[src/rtl/modulo_desmapeamento_mux8_1.sv]
// modulo_desmapeamento_mux8_1
//   Demapping stage that reverses the 8-to-5 mux mapping. It buffers 5-bit
//   mapped codes (original bits e[7:3]) in a small FIFO and emits rebuilt
//   8-bit words. The dropped bits [2:0] are filled with a constant.
//
// Parameters:
//   DEPTH  FIFO entries (power of 2, >= 2)
//   PTR_W  log2(DEPTH)
//   FILL   constant for reconstructed bits [2:0] (3'b100 = midpoint)
//
// Ports:
//   clk           system clock, rising edge
//   reset         asynchronous active-high reset
//   in_mapeado    mapped code, in_mapeado[4] corresponds to e[7]
//   in_valid      in_mapeado holds a code
//   in_ready      block can accept a code this cycle
//   out_e         reconstructed word at FIFO head (8'h00 when empty)
//   out_valid     out_e is valid
//   out_ready     consumer accepts out_e this cycle
//   count         number of stored entries, 0..DEPTH
//   overflow_err  sticky: code offered while full (cleared by reset only)
module modulo_desmapeamento_mux8_1 #(
  parameter int unsigned DEPTH = 4,
  parameter int unsigned PTR_W = 2,
  parameter logic [2:0]  FILL  = 3'b000
) (
  input  logic             clk,
  input  logic             reset,
  input  logic [4:0]       in_mapeado,
  input  logic             in_valid,
  output logic             in_ready,
  output logic [7:0]       out_e,
  output logic             out_valid,
  input  logic             out_ready,
  output logic [PTR_W:0]   count,
  output logic             overflow_err
);

  localparam logic [PTR_W:0] FULL_CNT = (PTR_W + 1)'(DEPTH);

  logic [4:0]       mem [DEPTH];
  logic [PTR_W-1:0] wr_ptr;
  logic [PTR_W-1:0] rd_ptr;
  logic [PTR_W:0]   cnt;
  logic [PTR_W:0]   cnt_next;
  logic             ovf;
  logic             push;
  logic             pop;

  // Status comes only from the stored count, so a pop while full cannot
  // open in_ready in the same cycle.
  always_comb begin
    in_ready  = (cnt != FULL_CNT);
    out_valid = (cnt != '0);
    push      = in_valid && in_ready;
    pop       = out_valid && out_ready;
  end

  always_comb begin
    cnt_next = cnt;
    unique case ({push, pop})
      2'b10:   cnt_next = cnt + (PTR_W + 1)'(1);
      2'b01:   cnt_next = cnt - (PTR_W + 1)'(1);
      default: cnt_next = cnt;
    endcase
  end

  always_ff @(posedge clk or posedge reset) begin
    if (reset) begin
      wr_ptr <= '0;
      rd_ptr <= '0;
      cnt    <= '0;
      ovf    <= 1'b0;
    end else begin
      // DEPTH is a power of 2, so natural pointer overflow is the wrap.
      if (push) wr_ptr <= wr_ptr + PTR_W'(1);
      if (pop)  rd_ptr <= rd_ptr + PTR_W'(1);
      cnt <= cnt_next;
      if (in_valid && !in_ready) ovf <= 1'b1;
    end
  end

  // Storage needs no reset: its contents are only visible while count != 0.
  always_ff @(posedge clk) begin
    if (push) mem[wr_ptr] <= in_mapeado;
  end

  always_comb begin
    out_e = 8'h00;
    if (out_valid) out_e = {mem[rd_ptr], FILL};
  end

  assign count        = cnt;
  assign overflow_err = ovf;

endmodule

[config.mk]
export PLATFORM = sky130hd
export DESIGN_NAME = modulo_desmapeamento_mux8_1
export DESIGN_NICKNAME = d
export VERILOG_FILES = /design/src/rtl/modulo_desmapeamento_mux8_1.sv
export SDC_FILE = /design/constraint.sdc
export NUM_CORES = 1
export LEC_CHECK = 0
export CAP_MARGIN = 15
export CORE_ASPECT_RATIO = 1.2
export CORE_MARGIN = 5
export CORE_UTILIZATION = 40
export DETAILED_ROUTE_END_ITERATION = 16
export PLACE_DENSITY = 0.71
export SYNTH_ARGS = -nofsm -noshare
export SYNTH_HDL_FRONTEND = slang
export SYNTH_SLANG_ARGS = --single-unit
export TNS_END_PERCENT = 5
[constraint.sdc]
create_clock -name clk -period 2 [get_ports clk]
set_clock_uncertainty 0.1 [all_clocks]
set_input_delay 0.4 -clock clk [delete_from_list [all_inputs] [get_ports clk]]
set_output_delay 0.4 -clock clk [all_outputs]
set_load 0.03 [all_outputs]
==> results of run 1 <==
## layout make-up
cell class                      count  area (sq um)  area share
Clock buffer                        3          22.5      0.0137
Clock inverter                      1          30.0      0.0183
Inverter                            8          30.0      0.0183
Multi-Input combinational cell     38           428       0.260
Sequential cell                    28           806       0.490
Tap cell                           36          45.0      0.0274
Timing Repair Buffer               30           282       0.171
## stage by stage
step | TNS, ps | hold WS [ps] | cell area, sq um | util
after floorplan | -173 | 115 | 1290 | -
after global placement | -1910 | 342 | 1540 | 0.504
after detailed placement | -2010 | 351 | 1540 | 0.504
after CTS | -841 | 191 | 1640 | 0.536
after global routing | -1350 | 203 | 1640 | 0.538
final | -696 | 189 | 1640 | 0.538
## cell families (layout without fill, tap and decap cells)
kind of cell	count (synthesis)	in the layout	share of synthesized area
DFF	28	28	0.634
and+or+nand+nor	15	15	0.0813
buffers and inverters	14	42	0.0624
muxes	7	7	0.106
adders and majority gates	6	6	0.0654
xor gates and xnor gates	6	6	0.0416
other	1	3	0.00297
AOI/OAI and AO/OA	1	1	0.00595
## cells in the final DEF (no fill, tap or decap), types with 3 or more instances in the layout
cell type | synthesis | layout
mux4_2 | 5 | 5
xor2_1 | 3 | 3
buf_6 | 2 | 7
dfrtp_1 | 8 | 4
clkdlybuf4s50_1 | 0 | 9
conb_1 | 1 | 3
xnor2_1 | 3 | 3
dlygate4sd2_1 | 0 | 3
and2_4 | 1 | 6
edfxtp_1 | 20 | 20
buf_4 | 3 | 10
and2_1 | 8 | 4
ha_1 | 5 | 4
inv_1 | 8 | 7
dfrtp_2 | 0 | 4
clkbuf_4 | 0 | 3
## cells in the mapped netlist (all sizes together)
library cell / instances / area [sq um]
inv: 8 / 30.0
a21o: 1 / 7.51
edfxtp: 20 / 601
nand3: 1 / 5.00
mux4: 5 / 113
and2: 10 / 66.3
dfrtp: 8 / 200
mux2: 1 / 11.3
buf: 5 / 45.0
nor2b: 1 / 8.76
clkbuf: 1 / 3.75
ha: 5 / 62.6
xnor2: 3 / 26.3
nor2: 1 / 3.75
fa: 1 / 20.0
xor2: 3 / 26.3
nor3b: 1 / 12.5
or3: 1 / 6.26
conb: 1 / 3.75
mux2i: 1 / 10.0
## sequential cells by signal (all words and copies together), names as in the netlist
register	flops
overflow_err	1
mem	20
rd_ptr	2
wr_ptr	2
count	3
## final timing paths
| check | from | endpoint | slack, ps | cells past startpoint |
|---|---|---|---|---|
| setup / recovery | rd_ptr[0] | out_e[6] | -180 | 4 |
| hold / removal | reset | wr_ptr[0] | 190 | 2 |
| setup reg to reg | count[1] | count[2] | -60 | 10 |
| hold reg to reg | overflow_err | overflow_err | 370 | 1 |
| max in group asynchronous | reset | count[2] | 1360 | 2 |
| min in group clk | overflow_err | overflow_err | 370 | 1 |
## power by group through the flow
stage | combinational (uW) | sequential, uW | clock [uW]
finish | 1430 | 907 | 365
global route | 1550 | 931 | 403
CTS | 1440 | 911 | 374
detailed placement | 1300 | 933 | 0
global placement | 1270 | 923 | 0
floorplan | 793 | 972 | 0
## timing repair
item / CTS / global route
setup buffers: 2 / 0
gates resized for setup: 50 / 1
setup endpoints to repair: 11 / 9
pin swaps: 5 / 0
hold buffers: 0 / 0
## layer usage
layer  part of all wire  GRT usage  vias to the layer above  wire length, microns
li1                   -          -                      320                     -
met1               0.40      0.121                      318                   739
met2               0.53      0.165                       13                   987
met3              0.039     0.0216                        5                    73
met4              0.034     0.0723                        0                    63
met5                  0          0                        -                     0
==> flow_metrics.tcl, run 1 <==
set metrics [dict create \
    status "finished with violations" \
    violations "setup timing" \
    initialDrtViolationCount 2 \
    start_kind "flop" \
    wl_per_cell_microns 12.9 \
    vdd_drop_max_uv 925 \
    pre_cts_ws_ps -364 \
    diodes 0 \
    pwr-share-seq 0.335 \
    crit_top_cell "buf_6" \
    synth_cells 78 \
    antenna_found_initial 0 \
    netlist_area_sq_mm 0.00126 \
    max_freq_mhz 459 \
    grt_max_degree 17 \
    clockBufferDepth 2 \
    max_stage_delay_ps 480 \
    final.period_utilization 1.09 \
    p_int_uw 1760 \
    die_w_microns 61.3 \
    timing.final.max_slew_violations 0 \
    h-tree-depth 1 \
    die-height_microns 71.5 \
    yosysSeqAreaShare 0.634 \
    arrival_ps 1680 \
    hold_viol 0 \
    swShare 0.350 \
    synth_area_per_cell_sq_um 16.2 \
    clkTransAtPathRegs_ps 140 \
    synthDistinctLibCells 23 \
    rows 22 \
    globalRouteOverflowTotal 0 \
    yosysWarnings 0 \
    crit_buf_inv 2 \
    worstSetupEndpointType "primary output" \
    timing.critical_path.cells "buf_6 -> mux4_2 -> and2_4 -> buf_6" \
    combPwrFrac 0.530 \
    gp_congestion 0.764 \
    grt_pass1_vias 715 \
    leakage_uw 0.000658 \
    cts_buffers 3 \
    nNetsFinal 124 \
    p_total_uw 2710 \
    drt-total-wl_microns 1860 \
    route.detailed.drc 0 \
    via_per_inst 4.56 \
    placed_cells 138 \
    cts_sinks 28 \
    grt_pass1_wl_microns 3220 \
    cts_tree "yes" \
    finalSetupViolCount 6 \
    pin_count 23 \
    port_buffers 19 \
    drive_above_1_share 0.407 \
    syn_to_final_growth_pct 30.1 \
    required_ps 1500 \
    rsz0062_at_grt "yes" \
    min_period_ps 2180 \
    clock_power_share 0.135 \
    net-switching-power_uw 947 \
    critPathTopFamily "multiplexers" \
    layout.cells.non_filler 144 \
    dr.pass1.iters 2 \
    fillCellCount 247 \
    crit_type "reg2out" \
    worstSkewPairLatency_ps 330 \
    worst_path_max_delay_cell "mux4_2" \
    fin_ws_ps -180 \
    grt_use_total 0.104 \
    coreArea_sq_mm 0.00306 \
    worstPathMaxFanout 4 \
    power.density_mw_per_mm2 1650 \
    dieArea_sq_mm 0.00438 \
    postRouteAntennaNets 0 \
    min_path_type "in2async" \
    start_util 0.413 \
    vias 656 \
    cap_violations 0 \
    ys_seq_elements 28 \
    root_buffer "clkbuf_4" \
]
No activity file was read; power rests on OpenSTA's default activity.
==> inputs of run 2 (changes only) <==
TNS_END_PERCENT = 10   (was 5)
==> results of run 2 <==
No change in the layout: final DEF, timing and power equal those of run 1.
